`src/rtl/game_pkg.sv`:
```
// Shared game types: directions, tile kinds, map geometry and player start tiles.
`timescale 1ns/1ps
package game_pkg;

   typedef enum logic [2:0] {
      WAIT  = 3'd0,
      RIGHT = 3'd1,
      LEFT  = 3'd2,
      DOWN  = 3'd3,
      UP    = 3'd4
   } dir_t;

   typedef enum logic [1:0] {
      EMPTY = 2'd0,
      WALL  = 2'd1,
      BOX   = 2'd2,
      GOAL  = 2'd3
   } tile_t;

   localparam int unsigned MAP_WIDTH  = 16;
   localparam int unsigned MAP_HEIGHT = 16;

   localparam logic [7:0] X_LAST = 8'(MAP_WIDTH - 1);
   localparam logic [7:0] Y_LAST = 8'(MAP_HEIGHT - 1);

   localparam logic [7:0] start_x_1 = 8'd1;
   localparam logic [7:0] start_y_1 = 8'd1;
   localparam logic [7:0] start_x_2 = 8'd3;
   localparam logic [7:0] start_y_2 = 8'd1;

endpackage

```
`src/rtl/move_cooldown.sv`:
```
// Per-player move cooldown: load MOVE_PERIOD-1, count down to zero and hold.
`timescale 1ns/1ps
module move_cooldown #(
   parameter int unsigned MOVE_PERIOD = 16_250_000
) (
   input  logic clk,
   input  logic rst,
   input  logic load,
   output logic zero
);

   localparam int unsigned W = (MOVE_PERIOD > 1) ? $clog2(MOVE_PERIOD) : 1;

   logic [W-1:0] count;

   always_ff @(posedge clk) begin
      if (rst)
         count <= '0;
      else if (load)
         count <= W'(MOVE_PERIOD - 1);
      else if (count != '0)
         count <= count - W'(1);
   end

   assign zero = (count == '0);

endmodule

```
`src/rtl/move_arbiter.sv`:
```
// Two-player move arbiter sharing one map read port; round-robin grant, per-player cooldown.
// Define MOVE_ARB_WRAP_EN to make edge moves wrap around instead of blocking.
`timescale 1ns/1ps
module move_arbiter
   import game_pkg::*;
#(
   parameter int unsigned MOVE_PERIOD = 16_250_000
) (
   input  logic       clk,
   input  logic       rst,
   input  logic       req_1,
   input  logic       req_2,
   input  dir_t       dir_1,
   input  dir_t       dir_2,
   output logic       map_rd_en,
   output logic [7:0] map_rd_x,
   output logic [7:0] map_rd_y,
   input  tile_t      map_rd_data,
   output logic       ack_1,
   output logic       ack_2,
   output logic       blocked_1,
   output logic       blocked_2,
   output logic [7:0] pos_x_1,
   output logic [7:0] pos_y_1,
   output logic [7:0] pos_x_2,
   output logic [7:0] pos_y_2,
   output logic       busy
);

   typedef enum logic [1:0] {IDLE, ADDR, DATA, DONE} state_t;

   state_t     state, state_nxt;
   logic       gnt, rr_ptr, gnt_sel;
   dir_t       dir_g;
   logic       elig_1, elig_2, cd_zero_1, cd_zero_2;
   logic [7:0] cur_x, cur_y, oth_x, oth_y, tgt_x, tgt_y;
   logic       oob, skip, res_blk, move_ok, load_1, load_2;

   assign elig_1  = req_1 & cd_zero_1;
   assign elig_2  = req_2 & cd_zero_2;
   assign gnt_sel = (elig_1 & elig_2) ? rr_ptr : elig_2;

   assign cur_x = gnt ? pos_x_2 : pos_x_1;
   assign cur_y = gnt ? pos_y_2 : pos_y_1;
   assign oth_x = gnt ? pos_x_1 : pos_x_2;
   assign oth_y = gnt ? pos_y_1 : pos_y_2;

   // Underflow at 0 lands above the last column/row, so one compare covers both edges.
   always_comb begin
      tgt_x = cur_x;
      tgt_y = cur_y;
      oob   = 1'b0;
      case (dir_g)
         RIGHT:   tgt_x = cur_x + 8'd1;
         LEFT:    tgt_x = cur_x - 8'd1;
         DOWN:    tgt_y = cur_y + 8'd1;
         UP:      tgt_y = cur_y - 8'd1;
         default: ;
      endcase
`ifdef MOVE_ARB_WRAP_EN
      if (tgt_x > X_LAST) tgt_x = (dir_g == LEFT) ? X_LAST : '0;
      if (tgt_y > Y_LAST) tgt_y = (dir_g == UP) ? Y_LAST : '0;
`else
      oob = (tgt_x > X_LAST) || (tgt_y > Y_LAST);
`endif
   end

   assign skip    = (dir_g == WAIT) || oob;
   assign res_blk = (state == DATA) ?
                    ((map_rd_data != EMPTY) || ({tgt_x, tgt_y} == {oth_x, oth_y})) : oob;
   assign move_ok = (state == DONE) && !(gnt ? blocked_2 : blocked_1) && (dir_g != WAIT);
   assign load_1  = move_ok & ~gnt;
   assign load_2  = move_ok &  gnt;

   always_ff @(posedge clk) begin
      if (rst) state <= IDLE;
      else     state <= state_nxt;
   end

   always_comb begin
      state_nxt = state;
      case (state)
         IDLE:    if (elig_1 | elig_2) state_nxt = ADDR;
         ADDR:    state_nxt = skip ? DONE : DATA;
         DATA:    state_nxt = DONE;
         DONE:    state_nxt = IDLE;
         default: state_nxt = IDLE;
      endcase
   end

   always_comb begin
      busy      = (state != IDLE);
      map_rd_en = (state == ADDR) && !skip;
      map_rd_x  = tgt_x;
      map_rd_y  = tgt_y;
      ack_1     = (state == DONE) && !gnt;
      ack_2     = (state == DONE) &&  gnt;
   end

   // Result lands in the edge entering DONE so blocked_N is valid alongside ack_N.
   always_ff @(posedge clk) begin
      if (rst) begin
         gnt       <= 1'b0;
         rr_ptr    <= 1'b0;
         dir_g     <= WAIT;
         blocked_1 <= 1'b0;
         blocked_2 <= 1'b0;
         pos_x_1   <= start_x_1;
         pos_y_1   <= start_y_1;
         pos_x_2   <= start_x_2;
         pos_y_2   <= start_y_2;
      end else begin
         if (state == IDLE && (elig_1 | elig_2)) begin
            gnt    <= gnt_sel;
            rr_ptr <= ~gnt_sel;
            dir_g  <= gnt_sel ? dir_2 : dir_1;
         end
         if ((state == ADDR && skip) || state == DATA) begin
            if (gnt) blocked_2 <= res_blk;
            else     blocked_1 <= res_blk;
         end
         if (load_1) begin
            pos_x_1 <= tgt_x;
            pos_y_1 <= tgt_y;
         end
         if (load_2) begin
            pos_x_2 <= tgt_x;
            pos_y_2 <= tgt_y;
         end
      end
   end

   move_cooldown #(.MOVE_PERIOD(MOVE_PERIOD)) u_cd_1 (
      .clk  (clk),
      .rst  (rst),
      .load (load_1),
      .zero (cd_zero_1)
   );

   move_cooldown #(.MOVE_PERIOD(MOVE_PERIOD)) u_cd_2 (
      .clk  (clk),
      .rst  (rst),
      .load (load_2),
      .zero (cd_zero_2)
   );

endmodule

```
`config.mk`:
```
export PLATFORM = sky130hd
export DESIGN_NAME = move_arbiter
export DESIGN_NICKNAME = d
export VERILOG_FILES = /design/src/rtl/game_pkg.sv /design/src/rtl/move_cooldown.sv /design/src/rtl/move_arbiter.sv
export SDC_FILE = /design/constraint.sdc
export NUM_CORES = 1
export LEC_CHECK = 0
export CAP_MARGIN = 20
export CORE_UTILIZATION = 64
export CTS_BUF_LIST = sky130_fd_sc_hd__clkbuf_2
export DETAILED_ROUTE_END_ITERATION = 16
export PLACE_DENSITY_LB_ADDON = 0.08
export SLEW_MARGIN = 20
export SYNTH_ARGS = -nofsm -noshare
export SYNTH_HDL_FRONTEND = slang
export SYNTH_HIERARCHICAL = 1
export SYNTH_SLANG_ARGS = --single-unit
export TNS_END_PERCENT = 5
```
`constraint.sdc`:
```
create_clock -name clk -period 6.9 [get_ports clk]
set_clock_uncertainty 0.1 [all_clocks]
set_input_delay 1.38 -clock clk [delete_from_list [all_inputs] [get_ports clk]]
set_output_delay 1.38 -clock clk [all_outputs]
set_load 0.01 [all_outputs]
```
# Word-level counts from Yosys, hierarchy flattened
# Cells that the tools add are included.
[op_classes]
add_sub_neg = 6
order_cmp = 2
eq_ne = 9
mux = 17
n_bitwise = 8
reduce_logical = 29
[op_table]
columns = ["operator", "count"]
rows = [
  ["$mux 24", 4],
  ["$logic_not 24->1", 2],
  ["$reduce_bool 24->1", 2],
  ["$sub 24x1->24 const B", 2],
  ["$mux 8", 4],
  ["$pmux 8 s2", 2],
  ["$add 8x1->8 const B", 2],
  ["$eq 16x16->1", 1],
  ["$gt 8x4->1 const B", 2],
  ["$sub 8x1->8 const B", 2],
  ["$pmux 2 s4", 1],
  ["$reduce_bool 2->1", 4],
  ["$logic_and 1x1->1", 7],
  ["$eq 3x2->1 const B", 2],
  ["$and 1x1->1", 5],
  ["$eq 2x2->1 const B", 2],
  ["$logic_or 1x1->1", 4],
  ["$mux 1", 4],
  ["$reduce_and 2->1", 2],
  ["$reduce_or 2->1", 2],
  ["$eq 3x1->1 const B", 1],
  ["$eq 3x3->1 const B", 1],
  ["$logic_not 1->1", 3],
  ["$logic_not 3->1", 1],
  ["other kinds (8)", 9],
]
[totals]
reg_bits = 89
input_bits = 12

# Logic depth before layout (Yosys ltp)
[depth]
ltp_word = 9
mapped_depth = 17

# By module
# Netlist, hierarchy kept.
[modules_own_cells]
columns = ["module", "instances", "cells_each", "area_each_um2"]
rows = [
  ["move_arbiter", 1, 459, 3613.5],
  ["move_cooldown", 2, 138, 1217.4],
]

# Least setup slack after synthesis
# OpenSTA, ideal clock, no wires.
[synth_path]
path_type = "register to output"
startpoint = "register gnt"
endpoint = "output port map_rd_en"
arrival_time_ns = 3.588
t_required_ns = 5.420
slack_ns = 1.832
path_stages_with_launch = 14
n_path_buf = 4
path_cell_list = "dfxtp_1 -> buf_6 -> buf_6 -> buf_2 -> buf_1 -> mux2_2 -> ha_1 -> and3_1 -> a221oi_4 -> nor3_1 -> a311oi_2 -> xor2_1 -> a2111oi_4 -> and4b_1"
[synth_between]
elab_chain_cells = 8
word_cells_on_any_way = 14
classes_between = "add/sub (4); order compare (2); mux (4); reduce/logical (4)"
[synth_lines]
columns = ["element", "line", "rtl"]
rows = [
  ["start: declaration", "move_arbiter.sv:33", "logic gnt, rr_ptr, gnt_sel;"],
  ["start signal: assignment", "move_arbiter.sv:114", "gnt <= gnt_sel;"],
  ["$mux 8 (*)", "move_arbiter.sv:43", "assign cur_x = gnt ? pos_x_2 : pos_x_1;"],
  ["$sub 8x1->8 / $add 8x1->8 (equally long branches)", "move_arbiter.sv:55, move_arbiter.sv:54", ""],
  ["$pmux 8 s2 (*)", "move_arbiter.sv:53", "case (dir_g)"],
  ["named net map_rd_x[7]", "move_arbiter.sv:16", "output logic [7:0] map_rd_x,"],
  ["$gt 8x4->1 (*)", "move_arbiter.sv:64", "oob = (tgt_x > X_LAST) || (tgt_y > Y_LAST);"],
  ["$logic_or 1x1->1 (*)", "move_arbiter.sv:64", ""],
  ["$logic_or 1x1->1 (*)", "move_arbiter.sv:68", "assign skip = (dir_g == WAIT) || oob;"],
  ["$logic_not 1->1 (*)", "move_arbiter.sv:93", "map_rd_en = (state == ADDR) && !skip;"],
  ["$logic_and 1x1->1 (*)", "move_arbiter.sv:93", ""],
  ["end: declaration", "move_arbiter.sv:15", "output logic map_rd_en,"],
]
# Mark *: on every way through the listed nets, which the timed path passes. The rest lies on a longest branch.

# Worst setup path in the final report
[layout_path]
startpoint = "register gnt"
endpoint = "output port map_rd_en"
[layout_between]
elab_chain_cells = 8
word_cells_on_any_way = 14
classes_between = "add/sub (4); order compare (2); mux (4); reduce/logical (4)"
[layout_lines]
columns = ["element", "line", "rtl"]
rows = [
  ["$mux 8 (on tied branches)", "move_arbiter.sv:43, move_arbiter.sv:44", ""],
  ["$sub 8x1->8 (tied with other cells)", "move_arbiter.sv:55", "LEFT: tgt_x = cur_x - 8'd1;"],
  ["$pmux 8 s2", "move_arbiter.sv:53", ""],
  ["$gt 8x4->1", "move_arbiter.sv:64", ""],
  ["$logic_or 1x1->1 (*)", "move_arbiter.sv:64", ""],
  ["$logic_or 1x1->1 (*)", "move_arbiter.sv:68", ""],
  ["$logic_not 1->1 (*)", "move_arbiter.sv:93", ""],
  ["$logic_and 1x1->1 (*)", "move_arbiter.sv:93", ""],
]
# Mark *: on every way between the ends. The rest lies on a longest branch, timed or not.

==> flow_results.xml <==
<?xml version="1.0" encoding="UTF-8"?>
<metrics>
  <group name="placement">
    <metric name="pre_cts_slack" unit="ns">1.29</metric>
    <metric name="port-buffer-count" unit="">65</metric>
    <metric name="gp_congestion" unit="">0.896</metric>
    <metric name="placed_cells" unit="">873</metric>
    <metric name="dp.final_hpwl" unit="µm">10800</metric>
  </group>
  <group name="drt">
    <metric name="routed-via-count" unit="">5675</metric>
    <metric name="routed_wirelength" unit="µm">15200</metric>
    <metric name="wl_per_cell" unit="µm">17.1</metric>
    <metric name="detail_route.first_pass.iterations" unit="">5</metric>
    <metric name="post_drt_via_cell_ratio" unit="">6.38</metric>
    <metric name="initialDrtViolationCount" unit="">283</metric>
    <metric name="drc" unit="">0</metric>
    <metric name="antenna_violating_nets_post_route" unit="">0</metric>
  </group>
  <group name="clock_tree">
    <metric name="cts.htree.levels" unit="">3</metric>
    <metric name="cts_hold_buf" unit="">0</metric>
    <metric name="post_cts.resized_instances" unit="">0</metric>
    <metric name="clock_tree.buffer_depth" unit="">2</metric>
    <metric name="cts_tree" unit="">yes</metric>
    <metric name="tritoncts_num_sinks" unit="">89</metric>
    <metric name="clock_latency" unit="ns">0.58</metric>
    <metric name="clk_pin_slew" unit="ns">0.26</metric>
    <metric name="cts_buffers" unit="">9</metric>
    <metric name="cts_setup_buffers" unit="">0</metric>
    <metric name="clockRootBuffer" unit="">sky130_fd_sc_hd__clkbuf_2</metric>
  </group>
  <group name="setup_path">
    <metric name="worst-path-max-fanout" unit="">28</metric>
    <metric name="reg2reg_to" unit="">blocked_1</metric>
    <metric name="worst_path_required_time" unit="ns">5.42</metric>
    <metric name="critPathSlowestCell" unit="">sky130_fd_sc_hd__dfxtp_2</metric>
    <metric name="crit_path_max_incr_delay" unit="ns">0.88</metric>
    <metric name="kind_of_launch_point_of_the_worst_setup_path" unit="">register</metric>
    <metric name="worstPathCellList" unit="">buf_4, mux2i_1, inv_1, ha_1, a21oi_1, a2bb2oi_1, nor2_1, a311oi_2, xor2_1, a2111oi_4, and4b_1, clkdlybuf4s50_1</metric>
    <metric name="end_kind" unit="">output port</metric>
    <metric name="crit_type" unit="">reg2out</metric>
    <metric name="critical_path_startpoint" unit="">gnt</metric>
    <metric name="r2r.worst_path.cells" unit="">11</metric>
    <metric name="crit-reg2reg-launch" unit="">gnt</metric>
    <metric name="regToRegSetupSlack" unit="ns">2.62</metric>
    <metric name="timing.critical_path.arrival" unit="ns">4.82</metric>
  </group>
  <group name="sta">
    <metric name="finalHoldViolations" unit="">0</metric>
    <metric name="final-setup-viol-count" unit="">0</metric>
    <metric name="fin_tns_setup" unit="ns">0</metric>
    <metric name="timing.max_slew.rel_slack" unit="%">44.8</metric>
    <metric name="tightest_slew" unit="ns">0.828</metric>
    <metric name="fin_crit_sh" unit="%">91.3</metric>
    <metric name="timing.fmax" unit="MHz">159</metric>
    <metric name="setup_slack" unit="ns">0.601</metric>
    <metric name="setup_repair_after_global_routing_missed_its_margin" unit="">false</metric>
    <metric name="final.min_clock_period" unit="ns">6.30</metric>
    <metric name="count_of_final_max_slew_check_failures" unit="">0</metric>
  </group>
  <group name="global_route">
    <metric name="grt_util_all_layers" unit="%">31.2</metric>
    <metric name="number_of_global_route_vias_before_repair" unit="">5270</metric>
    <metric name="antenna_found_initial" unit="">0</metric>
    <metric name="gr-total-overflow" unit="">0</metric>
    <metric name="grt_start_max_net_pins" unit="">49</metric>
    <metric name="first_pass_grt_wire_length" unit="µm">24900</metric>
  </group>
  <group name="flow_run">
    <metric name="drv.max_cap_violation_count" unit="">0</metric>
  </group>
  <group name="synth">
    <metric name="yosysSeqAreaShare" unit="%">29.5</metric>
    <metric name="synth.lib_cells_used.distinct" unit="">79</metric>
    <metric name="synth_area_leaders" unit="">sky130_fd_sc_hd__dfxtp_1 (29%), sky130_fd_sc_hd__xnor2_1 (5.9%), sky130_fd_sc_hd__nor2_1 (5.3%)</metric>
    <metric name="ys.warnings.count" unit="">6</metric>
    <metric name="syn-mean-instance-area" unit="µm²">8.23</metric>
    <metric name="synth_nets" unit="">765</metric>
    <metric name="synth_edf_count" unit="">0</metric>
    <metric name="synth.top_cells.by_count" unit="">sky130_fd_sc_hd__dfxtp_1 (89), sky130_fd_sc_hd__nor2_1 (85), sky130_fd_sc_hd__nand2_1 (49), sky130_fd_sc_hd__a21oi_1 (45), sky130_fd_sc_hd__xnor2_1 (41)</metric>
    <metric name="postSynthCellCount" unit="">735</metric>
    <metric name="asyncSetResetFlopFracSynth" unit="%">0</metric>
    <metric name="area_fraction_of_the_dominant_cell_type_after_synthesis" unit="%">29.5</metric>
    <metric name="yosys.area.top_type" unit="">sky130_fd_sc_hd__dfxtp_1</metric>
    <metric name="synth_top_flop_cell" unit="">sky130_fd_sc_hd__dfxtp_1</metric>
    <metric name="yosys_register_bits" unit="">89</metric>
    <metric name="syn_area" unit="µm²">6050</metric>
    <metric name="yosysMostFrequentCell" unit="">sky130_fd_sc_hd__dfxtp_1</metric>
  </group>
  <group name="power_and_ir_drop">
    <metric name="design_power_total" unit="µW">2840</metric>
    <metric name="total_leakage_power" unit="µW">0.00258</metric>
    <metric name="worst_ir_drop_vdd" unit="V">0.000421</metric>
    <metric name="power-per-cell-area" unit="nW/µm²">420</metric>
  </group>
  <group name="hold_path">
    <metric name="hold-path-endpoint" unit="">pos_y_2[7]</metric>
    <metric name="timing.hold.worst.start" unit="">pos_y_2[7]</metric>
    <metric name="worst_hold_path_type" unit="">reg2reg</metric>
    <metric name="hold_depth" unit="">2</metric>
  </group>
  <group name="floorplanning">
    <metric name="die-area" unit="µm²">9840</metric>
    <metric name="io-pin-count" unit="">66</metric>
    <metric name="floorplan.core_area" unit="µm²">9200</metric>
    <metric name="dieHeight" unit="µm">99.2</metric>
    <metric name="die_x" unit="µm">99.2</metric>
    <metric name="start_util" unit="%">65.8</metric>
    <metric name="fp-row-count" unit="">35</metric>
  </group>
  <group name="layout">
    <metric name="final.fill_count" unit="">707</metric>
    <metric name="fin_nets" unit="">803</metric>
    <metric name="post_route_cells_drive_above_1_share" unit="%">8.74</metric>
    <metric name="finalNonFillerCells" unit="">889</metric>
    <metric name="antennaDiodeCount" unit="">0</metric>
    <metric name="flow.area_growth_from_synthesis" unit="%">11.8</metric>
    <metric name="post-route-util" unit="%">73.6</metric>
  </group>
  <group name="status">
    <metric name="status" unit="">finished, final reports clean</metric>
  </group>
</metrics>
## layout make-up
type                            count  area (µm²)  share of cell area, %
Sequential cell                    89        1780                   26.4
Multi-Input combinational cell    568        3920                   57.9
Clock buffer                        9        45.0                  0.666
Tap cell                          111         139                   2.05
Timing Repair Buffer               69         676                   9.99
Clock inverter                      7        68.8                   1.02
Inverter                           36         138                   2.03
## power breakdown
| part | total, µW | internal [µW] | switching, µW |
|---|---|---|---|
| sequential | 760 | 629 | 132 |
| combinational | 1800 | 729 | 1070 |
| clock | 277 | 84.8 | 192 |
| total | 2840 | 1440 | 1400 |
## how the worst max path moves through the flow
stage	endpoint	slack, ns
floorplan	map_rd_en	1.83
global placement	map_rd_en	1.42
detailed placement	map_rd_en	1.29
CTS	map_rd_en	0.66
global route	map_rd_en	0.38
finish	map_rd_en	0.60
## critical path, delay by kind of cell (launching register included)
kind	cells	cell delay (ns)
muxes	1	0.37
buffers and inverters	3	1.00
adders and majority gates	1	0.35
and+or+nand+nor	2	0.34
AOI/OAI and AO/OA	4	1.06
xor gates and xnor gates	1	0.22
DFF	1	0.88
## cells in the final DEF (no fill, tap or decap), types with 8 or more instances in the layout
cell type / Yosys / layout
sky130_fd_sc_hd__ha_1: 16 / 16
sky130_fd_sc_hd__inv_1: 32 / 32
sky130_fd_sc_hd__dfxtp_1: 89 / 88
sky130_fd_sc_hd__xnor2_1: 41 / 41
sky130_fd_sc_hd__nor4_1: 18 / 18
sky130_fd_sc_hd__nor2_1: 85 / 85
sky130_fd_sc_hd__a31oi_1: 17 / 17
sky130_fd_sc_hd__a21oi_1: 45 / 45
sky130_fd_sc_hd__o21ai_0: 12 / 12
sky130_fd_sc_hd__mux2_2: 8 / 8
sky130_fd_sc_hd__clkbuf_2: 0 / 9
sky130_fd_sc_hd__a211oi_1: 20 / 20
sky130_fd_sc_hd__clkdlybuf4s50_1: 0 / 64
sky130_fd_sc_hd__nor3_1: 30 / 30
sky130_fd_sc_hd__mux2i_1: 25 / 25
sky130_fd_sc_hd__nand2_1: 49 / 49
sky130_fd_sc_hd__nand3_1: 12 / 12
sky130_fd_sc_hd__xor2_1: 24 / 24
sky130_fd_sc_hd__or4_1: 18 / 18
## kinds of logic after synthesis
group                      count (synthesis)  synth area share, %
buffers and inverters                     78                 5.81
DFF                                       89                 29.5
muxes                                     36                 6.47
xor gates and xnor gates                  65                 9.41
adders and majority gates                 19                 4.14
AOI/OAI and AO/OA                        169                 20.4
and+or+nand+nor                          279                 24.3
## metal layers
layer	part of all wire [%]	GRT usage, %
met5	0	0
met4	2.3	12.8
met3	4.7	4.01
met2	51	55.3
met1	42	38.1
## registers in the layout, indices dropped and copies added (netlist names)
signal and cells:
pos_y_2 8, gnt 1, u_cd_1/count 24, blocked_2 1, pos_y_1 8, state 2, u_cd_2/count 24, blocked_1 1
dir_g 3, pos_x_1 8, pos_x_2 8, rr_ptr 1
## metrics by stage
stage               instance area [µm²]  hold slack, ns
finish                             6760           0.413
global route                       6760           0.438
CTS                                6760           0.412
detailed placement                 6650           0.385
global placement                   6650           0.375
floorplan                          6050           0.365
Power figures use the tool's default switching activity.
